File: src/rtl/alu_pipe_if.sv
// Operand/result bus of alu_pipe: operands and opcode in, a single result
// and the sticky overflow flag out. The source drives the master side.
interface alu_pipe_if #(
  parameter int DATA_WIDTH = 32
);
  logic [3:0]            ctrl;
  logic [DATA_WIDTH-1:0] in0;
  logic [DATA_WIDTH-1:0] in1;
  logic                  in_valid;
  logic                  in_ready;
  logic [DATA_WIDTH-1:0] out;
  logic                  out_valid;
  logic                  oflow;
  logic                  oflow_clear;

  modport master (
    output ctrl, in0, in1, in_valid, oflow_clear,
    input  in_ready, out, out_valid, oflow
  );

  modport slave (
    input  ctrl, in0, in1, in_valid, oflow_clear,
    output in_ready, out, out_valid, oflow
  );
endinterface

File: src/rtl/alu_pipe.sv
// Two-stage handshaked ALU: 15 single-cycle ops with 2-edge latency plus an
// iterative shift-add multiplier that stalls the input while it runs.
module alu_pipe #(
  parameter int DATA_WIDTH  = 32,
  parameter int SHAMT_WIDTH = $clog2(DATA_WIDTH)
) (
  input  logic      clk,
  input  logic      reset,
  alu_pipe_if.slave bus,
  output logic      dbg_state_o
);

  typedef enum logic {
    IDLE = 1'b0,
    MUL  = 1'b1
  } state_e;

  localparam logic [3:0]             OP_MUL   = 4'd14;
  localparam logic [SHAMT_WIDTH-1:0] CNT_LAST = SHAMT_WIDTH'(DATA_WIDTH - 1);
  localparam int                     MSB      = DATA_WIDTH - 1;

  // Handshake: a transfer happens at a rising edge where in_valid & in_ready;
  // in_ready depends on registers only, and a source seeing in_ready low
  // must hold its operands until a transfer occurs.
  logic in_ready_w;
  logic xfer;

  logic                  s1_valid_q, s1_valid_d;
  logic [3:0]            s1_ctrl_q, s1_ctrl_d;
  logic [DATA_WIDTH-1:0] s1_in0_q, s1_in0_d;
  logic [DATA_WIDTH-1:0] s1_in1_q, s1_in1_d;

  logic                  r_valid_q, r_valid_d;
  logic [DATA_WIDTH-1:0] r_q, r_d;
  logic                  r_ovf_q, r_ovf_d;

  state_e                 state_q, state_d;
  logic [DATA_WIDTH-1:0]  acc_q, acc_d;
  logic [DATA_WIDTH-1:0]  mcand_q, mcand_d;
  logic [DATA_WIDTH-1:0]  mplier_q, mplier_d;
  logic [SHAMT_WIDTH-1:0] cnt_q, cnt_d;
  logic [DATA_WIDTH-1:0]  acc_step;
  logic                   mul_done;

  logic [DATA_WIDTH-1:0] out_q, out_d;
  logic                  out_valid_q, out_valid_d;
  logic                  oflow_q, oflow_d;

  logic [DATA_WIDTH-1:0]  sum, diff, res;
  logic [SHAMT_WIDTH-1:0] sh;
  logic                   add_ovf, sub_ovf, eq, lt_s, gt_s, lt_u, res_ovf;

  assign in_ready_w = (state_q == IDLE) & ~(s1_valid_q & (s1_ctrl_q == OP_MUL));
  assign xfer       = bus.in_valid & in_ready_w;

  always_comb begin
    s1_valid_d = xfer;
    s1_ctrl_d  = s1_ctrl_q;
    s1_in0_d   = s1_in0_q;
    s1_in1_d   = s1_in1_q;
    if (xfer) begin
      s1_ctrl_d = bus.ctrl;
      s1_in0_d  = bus.in0;
      s1_in1_d  = bus.in1;
    end
  end

  // Signed compares come from the subtract sign corrected by overflow.
  always_comb begin
    sum     = s1_in0_q + s1_in1_q;
    diff    = s1_in0_q - s1_in1_q;
    sh      = s1_in1_q[SHAMT_WIDTH-1:0];
    add_ovf = (s1_in0_q[MSB] == s1_in1_q[MSB]) && (sum[MSB] != s1_in0_q[MSB]);
    sub_ovf = (s1_in0_q[MSB] != s1_in1_q[MSB]) && (diff[MSB] != s1_in0_q[MSB]);
    eq      = (s1_in0_q == s1_in1_q);
    lt_s    = diff[MSB] ^ sub_ovf;
    gt_s    = ~lt_s & ~eq;
    lt_u    = (s1_in0_q < s1_in1_q);
    res_ovf = 1'b0;
    res     = '0;
    unique case (s1_ctrl_q)
      4'd0:  res = s1_in0_q;
      4'd1:  begin res = sum;  res_ovf = add_ovf; end
      4'd2:  begin res = diff; res_ovf = sub_ovf; end
      4'd3:  res = DATA_WIDTH'(eq);
      4'd4:  res = DATA_WIDTH'(lt_s);
      4'd5:  res = DATA_WIDTH'(gt_s);
      4'd6:  res = s1_in1_q;
      4'd7:  res = '0;
      4'd8:  res = s1_in0_q & s1_in1_q;
      4'd9:  res = s1_in0_q | s1_in1_q;
      4'd10: res = s1_in0_q ^ s1_in1_q;
      4'd11: res = s1_in0_q << sh;
      4'd12: res = s1_in0_q >> sh;
      4'd13: res = $signed(s1_in0_q) >>> sh;
      4'd14: res = '0;
      4'd15: res = DATA_WIDTH'(lt_u);
      default: res = '0;
    endcase
    r_valid_d = s1_valid_q & (s1_ctrl_q != OP_MUL);
    r_d       = r_valid_d ? res : r_q;
    r_ovf_d   = r_valid_d & res_ovf;
  end

  always_comb begin
    state_d  = state_q;
    acc_d    = acc_q;
    mcand_d  = mcand_q;
    mplier_d = mplier_q;
    cnt_d    = cnt_q;
    mul_done = 1'b0;
    acc_step = mplier_q[0] ? (acc_q + mcand_q) : acc_q;
    unique case (state_q)
      IDLE: begin
        if (s1_valid_q && (s1_ctrl_q == OP_MUL)) begin
          state_d  = MUL;
          acc_d    = '0;
          mcand_d  = s1_in0_q;
          mplier_d = s1_in1_q;
          cnt_d    = '0;
        end
      end
      MUL: begin
        acc_d    = acc_step;
        mcand_d  = mcand_q << 1;
        mplier_d = mplier_q >> 1;
        cnt_d    = cnt_q + 1'b1;
        if (cnt_q == CNT_LAST) begin
          mul_done = 1'b1;
          state_d  = IDLE;
        end
      end
      default: state_d = IDLE;
    endcase
  end

  // A single-cycle result and the multiply result never land on the same
  // edge because in_ready blocks new ops for the whole multiply.
  always_comb begin
    out_d       = out_q;
    out_valid_d = 1'b0;
    oflow_d     = oflow_q;
    if (bus.oflow_clear) oflow_d = 1'b0;
    if (r_valid_q) begin
      out_d       = r_q;
      out_valid_d = 1'b1;
      if (r_ovf_q) oflow_d = 1'b1;
    end else if (mul_done) begin
      out_d       = acc_step;
      out_valid_d = 1'b1;
    end
  end

  always_ff @(posedge clk) begin
    if (reset) begin
      s1_valid_q  <= 1'b0;
      s1_ctrl_q   <= '0;
      s1_in0_q    <= '0;
      s1_in1_q    <= '0;
      r_valid_q   <= 1'b0;
      r_q         <= '0;
      r_ovf_q     <= 1'b0;
      state_q     <= IDLE;
      acc_q       <= '0;
      mcand_q     <= '0;
      mplier_q    <= '0;
      cnt_q       <= '0;
      out_q       <= '0;
      out_valid_q <= 1'b0;
      oflow_q     <= 1'b0;
    end else begin
      s1_valid_q  <= s1_valid_d;
      s1_ctrl_q   <= s1_ctrl_d;
      s1_in0_q    <= s1_in0_d;
      s1_in1_q    <= s1_in1_d;
      r_valid_q   <= r_valid_d;
      r_q         <= r_d;
      r_ovf_q     <= r_ovf_d;
      state_q     <= state_d;
      acc_q       <= acc_d;
      mcand_q     <= mcand_d;
      mplier_q    <= mplier_d;
      cnt_q       <= cnt_d;
      out_q       <= out_d;
      out_valid_q <= out_valid_d;
      oflow_q     <= oflow_d;
    end
  end

  assign bus.in_ready  = in_ready_w;
  assign bus.out       = out_q;
  assign bus.out_valid = out_valid_q;
  assign bus.oflow     = oflow_q;
  assign dbg_state_o   = state_q;

endmodule
File: src/flat_wrapper.sv
// flat-port wrapper written by rule: the top's interface ports become plain ports
module alu_pipe_flat 
#(
  parameter int DATA_WIDTH  = 32,
  parameter int SHAMT_WIDTH = $clog2(DATA_WIDTH)
)
  (clk, reset, dbg_state_o, bus_ctrl, bus_in0, bus_in1, bus_in_valid, bus_oflow_clear, bus_in_ready, bus_out, bus_out_valid, bus_oflow);
  alu_pipe_if #(.DATA_WIDTH(DATA_WIDTH)) bus_i ();
  input  logic clk;
  input  logic reset;
  output logic dbg_state_o;
  input wire logic [$bits(bus_i.ctrl)-1:0] bus_ctrl;
  input wire logic [$bits(bus_i.in0)-1:0] bus_in0;
  input wire logic [$bits(bus_i.in1)-1:0] bus_in1;
  input wire logic [$bits(bus_i.in_valid)-1:0] bus_in_valid;
  input wire logic [$bits(bus_i.oflow_clear)-1:0] bus_oflow_clear;
  output wire logic [$bits(bus_i.in_ready)-1:0] bus_in_ready;
  output wire logic [$bits(bus_i.out)-1:0] bus_out;
  output wire logic [$bits(bus_i.out_valid)-1:0] bus_out_valid;
  output wire logic [$bits(bus_i.oflow)-1:0] bus_oflow;
  assign bus_i.ctrl = bus_ctrl;
  assign bus_i.in0 = bus_in0;
  assign bus_i.in1 = bus_in1;
  assign bus_i.in_valid = bus_in_valid;
  assign bus_i.oflow_clear = bus_oflow_clear;
  assign bus_in_ready = bus_i.in_ready;
  assign bus_out = bus_i.out;
  assign bus_out_valid = bus_i.out_valid;
  assign bus_oflow = bus_i.oflow;
  alu_pipe #(.DATA_WIDTH(DATA_WIDTH), .SHAMT_WIDTH(SHAMT_WIDTH)) u_core (.clk(clk), .reset(reset), .bus(bus_i), .dbg_state_o(dbg_state_o));
endmodule
File: config.mk
export PLATFORM = sky130hd
export DESIGN_NAME = alu_pipe_flat
export DESIGN_NICKNAME = d
export VERILOG_FILES = /design/src/rtl/alu_pipe_if.sv /design/src/rtl/alu_pipe.sv /design/src/flat_wrapper.sv
export SDC_FILE = /design/constraint.sdc
export NUM_CORES = 1
export LEC_CHECK = 0
export CORE_MARGIN = 4
export CORE_UTILIZATION = 60
export CTS_CLUSTER_SIZE = 20
export DETAILED_ROUTE_END_ITERATION = 10
export HOLD_SLACK_MARGIN = 0.1
export PLACE_DENSITY = 0.92
export SETUP_SLACK_MARGIN = 0.3
export SYNTH_ARGS = -nofsm -noshare
export SYNTH_HDL_FRONTEND = slang
export SYNTH_SLANG_ARGS = --single-unit
File: constraint.sdc
create_clock -name clk -period 5.9 [get_ports clk]
set_input_delay 0.59 -clock clk [delete_from_list [all_inputs] [get_ports clk]]
set_output_delay 0.59 -clock clk [all_outputs]
set_load 0.01 [all_outputs]
## Yosys cells after proc, flatten, opt, wreduce, memory -nomap -nowiden

Cells that the tools add are included.

| storage, ports and cells | value |
|---|---|
| register bits | 239 |
| input bits | 72 |
| output and inout port bits | 36 |
| word-level logic and storage cells | 89 |

| cells by class | value |
|---|---|
| $add $sub $neg | 4 |
| order comparisons | 1 |
| equal/unequal tests | 23 |
| shift-type cells | 3 |
| mux-type cells | 23 |
| bitwise operators | 14 |
| reductions and logical operators | 6 |

Operator list:

| kind | number |
|---|---|
| 32-bit one-hot mux with 15 select lines | 1 |
| 32-bit 2-to-1 mux | 6 |
| 32-bit one-hot mux with 2 select lines | 3 |
| 32-bit adder | 2 |
| 32-bit bitwise AND | 1 |
| 32-bit equality test | 1 |
| 4-bit equality test, second input constant | 8 |
| 32-bit less-than comparator | 1 |
| 32-bit bitwise OR | 1 |
| 32-bit by 5-bit left shift with 32-bit output | 1 |
| 32-bit by 5-bit right shift with 32-bit output | 1 |
| 32-bit by 5-bit >>> shifter with 32-bit output | 1 |
| 32-bit subtractor | 1 |
| 32-bit bitwise XOR | 1 |
| 4-bit by 3-bit equality test with 1-bit output, second input constant | 4 |
| 5-bit one-hot mux with 2 select lines | 1 |
| 1-bit 2-to-1 mux | 9 |
| 4-bit by 2-bit equality test with 1-bit output, second input constant | 2 |
| 1-bit bitwise AND | 6 |
| 5-bit by 1-bit adder with 5-bit output, second input constant | 1 |
| 5-bit equality test, second input constant | 1 |
| 5-bit 2-to-1 mux | 1 |
| 4-bit by 1-bit equality test with 1-bit output, second input constant | 1 |
| 4-bit zero test | 1 |
| 10 further kinds | 18 |

## Longest topological paths before layout

Gate-level depths: netlist of the first run.

| logic depth | value |
|---|---|
| word-level depth | 7 |
| mapped depth | 21 |
| depth with buffers taken out | 17 |

## Worst setup path after synthesis of the first run

OpenSTA, ideal clock, no wires.

| timing | value |
|---|---|
| path kind | flip-flop to flip-flop |
| start point | register u_core.s1_in1_q[2] |
| end point | register u_core.r_ovf_q |
| data arrival time | 4.800 ns |
| path slack | 0.997 ns |
| cell stages (with the launch flop) | 20 |
| path buffers | 4 |
| period minus slack after synthesis | 4.903 ns |
| cell sequence | dfxtp_1 clkbuf_1 clkinv_1 buf_1 buf_2 buf_2 ha_1 or2_0 o211ai_1 a31oi_1 a221o_2 a211oi_4 o31ai_2 a311o_1 a21oi_1 nor2_1 nor2_1 fa_1 o221a_2 a2111oi_2 |

| on the way | value |
|---|---|
| cells in the longest elaborated chain, start to end | 5 |

RTL lines:

| item | RTL line | text |
|---|---|---|
| from (decl) | alu_pipe.sv:31 | `logic [DATA_WIDTH-1:0] s1_in1_q, s1_in1_d;` |
| from (signal assigned) | alu_pipe.sv:175 | `s1_in1_q <= s1_in1_d;` |
| 32-bit subtractor or 32-bit adder (tied branches) | alu_pipe.sv:71, alu_pipe.sv:70 |  |
| 1-bit != test (on tied branches) | alu_pipe.sv:74, alu_pipe.sv:73 |  |
| 1-bit logical AND (on tied branches) | alu_pipe.sv:74, alu_pipe.sv:73 |  |
| 1-bit one-hot mux with 2 select lines (*) | alu_pipe.sv:81 | `unique case (s1_ctrl_q)` |
| 1-bit bitwise AND (*) | alu_pipe.sv:102 | `r_ovf_d = r_valid_d & res_ovf;` |
| to (signal assigned) | alu_pipe.sv:178 | `r_ovf_q <= r_ovf_d;` |
| to (decl) | alu_pipe.sv:35 | `logic r_ovf_q, r_ovf_d;` |

Mark *: on every way between the ends. The rest lies on a longest branch, timed or not.
A chain may end at the register's enable or synchronous reset.

## Final worst setup path of the first run

| timing | value |
|---|---|
| start point | register u_core.s1_in0_q[12] |
| end point | register u_core.r_ovf_q |

| on the way | value |
|---|---|
| cells in the longest elaborated chain, start to end | 5 |

RTL lines:

| item | RTL line | text |
|---|---|---|
| from (decl) | alu_pipe.sv:30 | `logic [DATA_WIDTH-1:0] s1_in0_q, s1_in0_d;` |
| from (signal assigned) | alu_pipe.sv:174 | `s1_in0_q <= s1_in0_d;` |
| 32-bit subtractor or 32-bit adder (tied branches) | alu_pipe.sv:71, alu_pipe.sv:70 |  |
| 1-bit != test (on tied branches) | alu_pipe.sv:74, alu_pipe.sv:73 |  |
| 1-bit logical AND (on tied branches) | alu_pipe.sv:74, alu_pipe.sv:73 |  |
| 1-bit one-hot mux with 2 select lines (*) | alu_pipe.sv:81 |  |
| 1-bit bitwise AND (*) | alu_pipe.sv:102 |  |

Marks and branches as above.

==> results of run 1 <==
## stage by stage
step | hold slack (ns) | instances | total power, W | cell area (um^2) | util
2_1_floorplan | 0.4154 | 2777 | 0.002446 | 20020 | -
3_3_place_gp | 0.4436 | 3145 | 0.002834 | 21180 | 0.6476
3_5_place_dp | 0.4440 | 3145 | 0.002845 | 21180 | 0.6476
4_1_cts | 0.4461 | 3194 | 0.004567 | 22080 | 0.6751
5_1_grt | 0.4723 | 3194 | 0.004733 | 22080 | 0.6751
6_report | 0.4551 | 3195 | 0.004621 | 22080 | 0.6752
## cell usage in the layout (no fill, tap or decap), types with 11 or more instances in the layout
master	count
mux4_2	56
nand2_1	329
nand4_1	19
a21oi_1	384
clkdlybuf4s50_1	106
a211oi_1	31
nand3_1	23
clkbuf_16	27
nor2b_1	22
ha_1	134
dfxtp_1	232
o21a_1	15
a311oi_1	13
o21ai_0	139
o221ai_1	17
xnor2_1	23
a21o_1	27
and2_1	12
and3_1	11
o2111ai_1	12
nor3_1	49
nand2b_1	18
a31oi_1	22
o21bai_1	14
o22ai_1	19
o211ai_1	27
nor2_1	453
mux2i_1	52
or3_1	12
inv_1	106
a221oi_1	23
a22oi_1	37
buf_4	55
## final timing paths
kind / end / slack (ns)
worst max-delay path: u_core.r_ovf_q / 0.78
worst min-delay path: u_core.r_q[8] / 0.46
worst max register to register: u_core.r_ovf_q / 0.78
worst min register to register: u_core.r_q[8] / 0.46
## metal layers
layer	GRT usage	part of all wire	vias to the layer above
li1	-	-	9840
met1	0.5819	0.36	10695
met2	0.6921	0.42	1761
met3	0.1106	0.13	429
met4	0.2956	0.086	0
met5	0	0	-
## worst reg2reg max path: cells and delay by family (launching register included)
kind / cells / cell delay, ns
AO/OA/AOI/OAI: 9 / 2.77
AND/OR/NAND/NOR: 3 / 0.38
flip-flops: 1 / 0.61
adder cells (fa/ha/maj): 2 / 1.05
buffers and inverters: 1 / 0.18
## final cells by class
cell class,instances,area (um^2)
multi-input cells,2192,13920
repair buffers,162,1485
clock inverters,13,141.4
well taps,442,553.0
fillers,2713,10620
clock buffers,36,759.5
inverters,110,412.9
flip-flops and latches,239,4801
diodes,1,2.502
## power breakdown
group	internal (W)	switching, W
Clock	0.000998	0.000749
Combinational	0.000397	0.000742
Sequential	0.00166	0.0000772
## flip-flops by register name, summed over array words and instances (netlist names), 4 cells and up
register          cells
u_core.bus.out       32
u_core.acc_q         32
u_core.r_q           32
u_core.s1_ctrl_q      4
u_core.s1_in0_q      32
u_core.mcand_q       32
u_core.s1_in1_q      32
u_core.cnt_q          5
u_core.mplier_q      32
## logic make-up after synthesis
logic type,share of synthesized area
AND/OR/NAND/NOR,0.2119
XOR/XNOR,0.01444
buffers and inverters,0.06719
AO/OA/AOI/OAI,0.2851
multiplexers,0.09463
flip-flops,0.2390
adder cells (fa/ha/maj),0.08776
==> out/metrics.cfg, run 1 <==
[die]
initial_utilization = 0.6121
die_x_um = 190.7
die_h_um = 190.7
io_pins = 108
fp-row-count = 66
core-area_um2 = 32700
die_area_um2 = 36350

[synthesis]
synth_top_area_frac = 0.2390
netlist_top_cells_count = 455 x nor2_1, 384 x a21oi_1, 331 x nand2_1, 239 x dfxtp_1, 175 x clkbuf_1
synth_ff_type = dfxtp_1
synth-seq-cells = 239
ys_warn_count = 0
synth_edf_count = 0
synth-async-reset-ratio = 0
ys_types = 86
synth.most_common_cell = nor2_1
synth_area_leaders = dfxtp_1 24%, a21oi_1 9.6%, nor2_1 8.5%
syn_area_um2 = 20020
synthCells = 2777
yosys.area.top_type = dfxtp_1
syn-num-nets = 2987
synth_seq_area_share = 0.2390
synth.avg_cell_area_um2 = 7.208

[timing]
tightestPinTransition_ns = 1.326
hold_viol_final = 0
rsz0062_at_grt = no
setup_slack_ns = 0.7844
fin_crit_ns = 5.116
maxSlewViolCount = 0
fin_setup_tns_ns = 0
setup_viol = 0
fin_crit_sh = 0.8671
skew_ns = 0.03800
fmax_mhz = 195.5
relSlewSlack = 0.1099

[place]
io_buffer_count = 107
post-place-ws_ns = 1.008
gp_congestion = 1.128
dp_hpwl_um = 61730

[setup_path]
critPathMaxStageDelay_ns = 0.61
cp.arrival_ns = 5.59
path_class = reg2reg
critPathBufInv = 1
endpoint_kind = flop
cp_cell_sequence = inv_1 > ha_1 > nor2b_1 > o41ai_1 > a21oi_1 > a221o_2 > a211oi_4 > o31ai_2 > a311o_1 > a21oi_1 > nor2_1 > nor2_1 > fa_1 > o221a_2 > a2111oi_2
worstReg2RegStart = u_core.s1_in0_q[12]
worstPathRequired_ns = 6.38
critPathSlowestCell = dfxtp_1
startpoint = u_core.s1_in0_q[12]
rr_worst_depth = 15
cp.depth = 15
cp-start-kind = flop
critical_path.top_delay_family = compound AO/OA/AOI/OAI gates
crit_fanout = 12

[clocking]
cts.sinks = 239
post_cts_resized = 0
clk_path_buf_depth = 3
cts_made_buffers = 27
cts_tree = yes
htree_levels = 1
clock_latency_ns = 0.59
cts_hold_buf = 0
post_cts_buffers = 0
cts.clk_slew.worst_paths_ns = 0.07
cts_root_buffer = clkbuf_16

[global_route]
overflow = 0
grt_usage = 0.4568
grt_pass1_wl_um = 128500
grt_pass1_vias = 20923
antenna_found_initial = 0
grt_start_max_net_pins = 82

[route]
wl_um = 86490
vias = 22725
drt_iter0_markers = 3365
post-route-drc-count = 0
ant_nets = 0
dr.pass1.iters = 9
routedWlPerCell_um = 27.07
viasPerCell = 7.113

[layout]
area_delta_synth_final_pct = 10.30
drive_above_1_share = 0.07594
final_nets = 2942

[power]
peakVddDrop_v = 0.0002695
p_leak_nw = 8.305
p_per_area_nw_per_um2 = 209.3

[worst_hold_path]
hold_class = reg2reg
hold_depth = 2
worstHoldStart = u_core.r_q[8]

[flow_run]
drv_cap = 0

[run_status]
status = finished clean

Power figures use the tool's default switching activity.
==> inputs of run 2 (changes only) <==
--- a/config.mk
+++ b/config.mk
@@ -5,13 +5,14 @@
 export SDC_FILE = /design/constraint.sdc
 export NUM_CORES = 1
 export LEC_CHECK = 0
+export CORE_ASPECT_RATIO = 1.75
 export CORE_MARGIN = 4
 export CORE_UTILIZATION = 60
 export CTS_CLUSTER_SIZE = 20
 export DETAILED_ROUTE_END_ITERATION = 10
 export HOLD_SLACK_MARGIN = 0.1
 export PLACE_DENSITY = 0.92
-export SETUP_SLACK_MARGIN = 0.3
+export SETUP_SLACK_MARGIN = 0.1
 export SYNTH_ARGS = -nofsm -noshare
 export SYNTH_HDL_FRONTEND = slang
 export SYNTH_SLANG_ARGS = --single-unit
==> out/metrics.cfg, run 2 (synthesis results as in run 1) <==
[timing]
fin_crit_sh = 0.8789  ; was 0.8671
tightestPinTransition_ns = 1.006  ; was 1.326 ns
setup_viol = 0  ; unchanged
fmax_mhz = 192.8  ; was 195.5 MHz
fin_crit_ns = 5.186  ; was 5.116 ns
relSlewSlack = 0.3246  ; was 0.1099
hold_ws_ns = 0.4521  ; was 0.4551 ns
hold_viol_final = 0  ; unchanged
maxSlewViolCount = 0  ; unchanged
skew_ns = 0.02988  ; was 0.03800 ns
fin_setup_tns_ns = 0  ; unchanged
rsz0062_at_grt = no  ; unchanged

[route]
drt_iter0_markers = 2388  ; was 3365
vias = 22271  ; was 22725
viasPerCell = 7.079  ; was 7.113
post-route-drc-count = 0  ; unchanged
routedWlPerCell_um = 27.30  ; was 27.07 um
wl_um = 85880  ; was 86490 um
dr.pass1.iters = 8  ; was 9
ant_nets = 0  ; unchanged

[global_route]
grt_pass1_vias = 21499  ; was 20923
grt_start_max_net_pins = 139  ; was 82
antenna_found_initial = 4  ; was 0
grt_pass1_wl_um = 127900  ; was 128500 um
met2_usage = 0.7335  ; was 0.6921
grt_usage = 0.4513  ; was 0.4568
grt_busiest_layer = met2  ; unchanged
met1_usage = 0.5034  ; was 0.5819
overflow = 0  ; unchanged
grtUsageMet3 = 0.1084  ; was 0.1106

[layout]
area_delta_synth_final_pct = 9.695  ; was 10.30%
layout_commonest_cell = nor2_1  ; unchanged
multi_input_area_um2 = 13930  ; was 13920 um^2
final_nets = 2933  ; was 2942
seq_area_um2 = 4801  ; unchanged
drive_above_1_share = 0.07305  ; was 0.07594
final_cell_mix = 453 x nor2_1, 384 x a21oi_1, 328 x nand2_1, 232 x dfxtp_1, 139 x o21ai_0  ; was 453 x nor2_1, 384 x a21oi_1, 329 x nand2_1, 232 x dfxtp_1, 139 x o21ai_0
fillers = 2819  ; was 2713

[clocking]
cts_root_buffer = clkbuf_16  ; unchanged
post_cts_resized = 0  ; unchanged
clock_latency_ns = 0.57  ; was 0.59 ns
cts_hold_buf = 0  ; unchanged
post_cts_buffers = 0  ; unchanged
htree_levels = 1  ; unchanged
cts.sinks = 239  ; unchanged
cts_tree = yes  ; unchanged
cts.clk_slew.worst_paths_ns = 0.07  ; about the same
clk_path_buf_depth = 3  ; unchanged
cts_made_buffers = 24  ; was 27

[setup_path]
critPathBufInv = 1  ; unchanged
cp.arrival_ns = 5.65  ; was 5.59 ns
rrSetupSlack_ns = 0.71  ; was 0.78 ns
crit_fanout = 14  ; was 12
critPathSlowestCell = dfxtp_1  ; unchanged
worstReg2RegStart = u_core.s1_in0_q[8]  ; was u_core.s1_in0_q[12]
path_class = reg2reg  ; unchanged
critical_path.top_delay_family = compound AO/OA/AOI/OAI gates  ; unchanged
r2r-end = u_core.r_ovf_q  ; unchanged
cp-start-kind = flop  ; unchanged
rr_worst_depth = 15  ; unchanged
critPathMaxStageDelay_ns = 0.64  ; was 0.61 ns
worstPathRequired_ns = 6.36  ; was 6.38 ns
cp_cell_sequence = inv_1 > ha_1 > nor2b_1 > o311ai_1 > a21oi_1 > a221o_2 > a211oi_4 > o31ai_2 > a311o_1 > a21oi_1 > nor2_1 > nor2_1 > fa_1 > o221a_2 > a2111oi_2  ; was inv_1 > ha_1 > nor2b_1 > o41ai_1 > a21oi_1 > a221o_2 > a211oi_4 > o31ai_2 > a311o_1 > a21oi_1 > nor2_1 > nor2_1 > fa_1 > o221a_2 > a2111oi_2
endpoint_kind = flop  ; unchanged

[die]
die_h_um = 249.6  ; was 190.7 um
fp-row-count = 88  ; was 66
core-area_um2 = 32920  ; was 32700 um^2
io_pins = 108  ; unchanged
die_area_um2 = 36460  ; was 36350 um^2
initial_utilization = 0.6080  ; was 0.6121
die_x_um = 146.1  ; was 190.7 um

[power]
p_per_area_nw_per_um2 = 208.2  ; was 209.3 nW/um^2
p_leak_nw = 8.254  ; was 8.305 nW
peakVddDrop_v = 0.0003000  ; was 0.0002695 V

[worst_hold_path]
hold_depth = 2  ; unchanged
hold_class = reg2reg  ; unchanged
hold-path-endpoint = u_core.r_q[5]  ; was u_core.r_q[8]
worstHoldStart = u_core.r_q[5]  ; was u_core.r_q[8]

[flow_run]
drv_cap = 0  ; unchanged

[run_status]
status = finished clean  ; unchanged

[place]
io_buffer_count = 107  ; unchanged
dp_hpwl_um = 62030  ; was 61730 um
gp_congestion = 1.125  ; was 1.128

## run 2: where the power goes
| part | internal [W] | switching (W) |
|---|---|---|
| combinational | 0.000394 | 0.000734 |
| clock | 0.000975 | 0.000723 |
| sequential | 0.00166 | 0.0000862 |
| total | 0.00303 | 0.00154 |
## run 2: area by class of cell
class                      count  share of cell area
antenna                        3           0.0003419
inverter                     110             0.01880
clock inverter                13            0.008547
timing repair buffer         156             0.06615
clock buffer                  28             0.02991
tap                          405             0.02308
sequential                   239              0.2186
multi-input combinational   2192              0.6345
## run 2: worst max path at each step
stage	endpoint	slack, ns	cells past startpoint	from
finish	u_core.r_ovf_q	0.71	15	u_core.s1_in0_q[8]
detailed placement	u_core.r_ovf_q	0.92	15	u_core.s1_in0_q[8]
global route	u_core.r_ovf_q	0.60	15	u_core.s1_in0_q[8]
floorplan	u_core.r_ovf_q	1.0	19	u_core.s1_in1_q[2]
CTS	u_core.r_ovf_q	0.93	15	u_core.s1_in0_q[8]
global placement	u_core.r_ovf_q	1.02	15	u_core.s1_in0_q[8]
## run 2: per-layer routing
layer  routed length [um]  vias to the layer above
met1                29400                    10435
li1                     -                     9818
met5                   27                        -
met4                 8647                        4
met2                38950                     1524
met3                 8857                      490
## run 2: per-stage QoR
step	std cells	utilization	cell area (um^2)	worst slack (ns)	power, W
3_5_place_dp	3102	0.6411	21110	0.9151	0.002843
6_report	3146	0.6670	21960	0.7145	0.004571
2_1_floorplan	2777	-	20020	0.9966	0.002446
4_1_cts	3143	0.6668	21950	0.9276	0.004510
3_3_place_gp	3102	0.6411	21110	1.020	0.002831
5_1_grt	3143	0.6668	21950	0.6014	0.004681
## run 2: worst register-to-register path, cell delays in order (launching register included)
cell,delay (ns)
dfxtp_1,0.64
inv_1,0.14
ha_1,0.45
nor2b_1,0.08
o311ai_1,0.52
a21oi_1,0.26
a221o_2,0.50
a211oi_4,0.38
o31ai_2,0.14
a311o_1,0.41
a21oi_1,0.26
nor2_1,0.07
nor2_1,0.14
fa_1,0.48
o221a_2,0.32
a2111oi_2,0.32
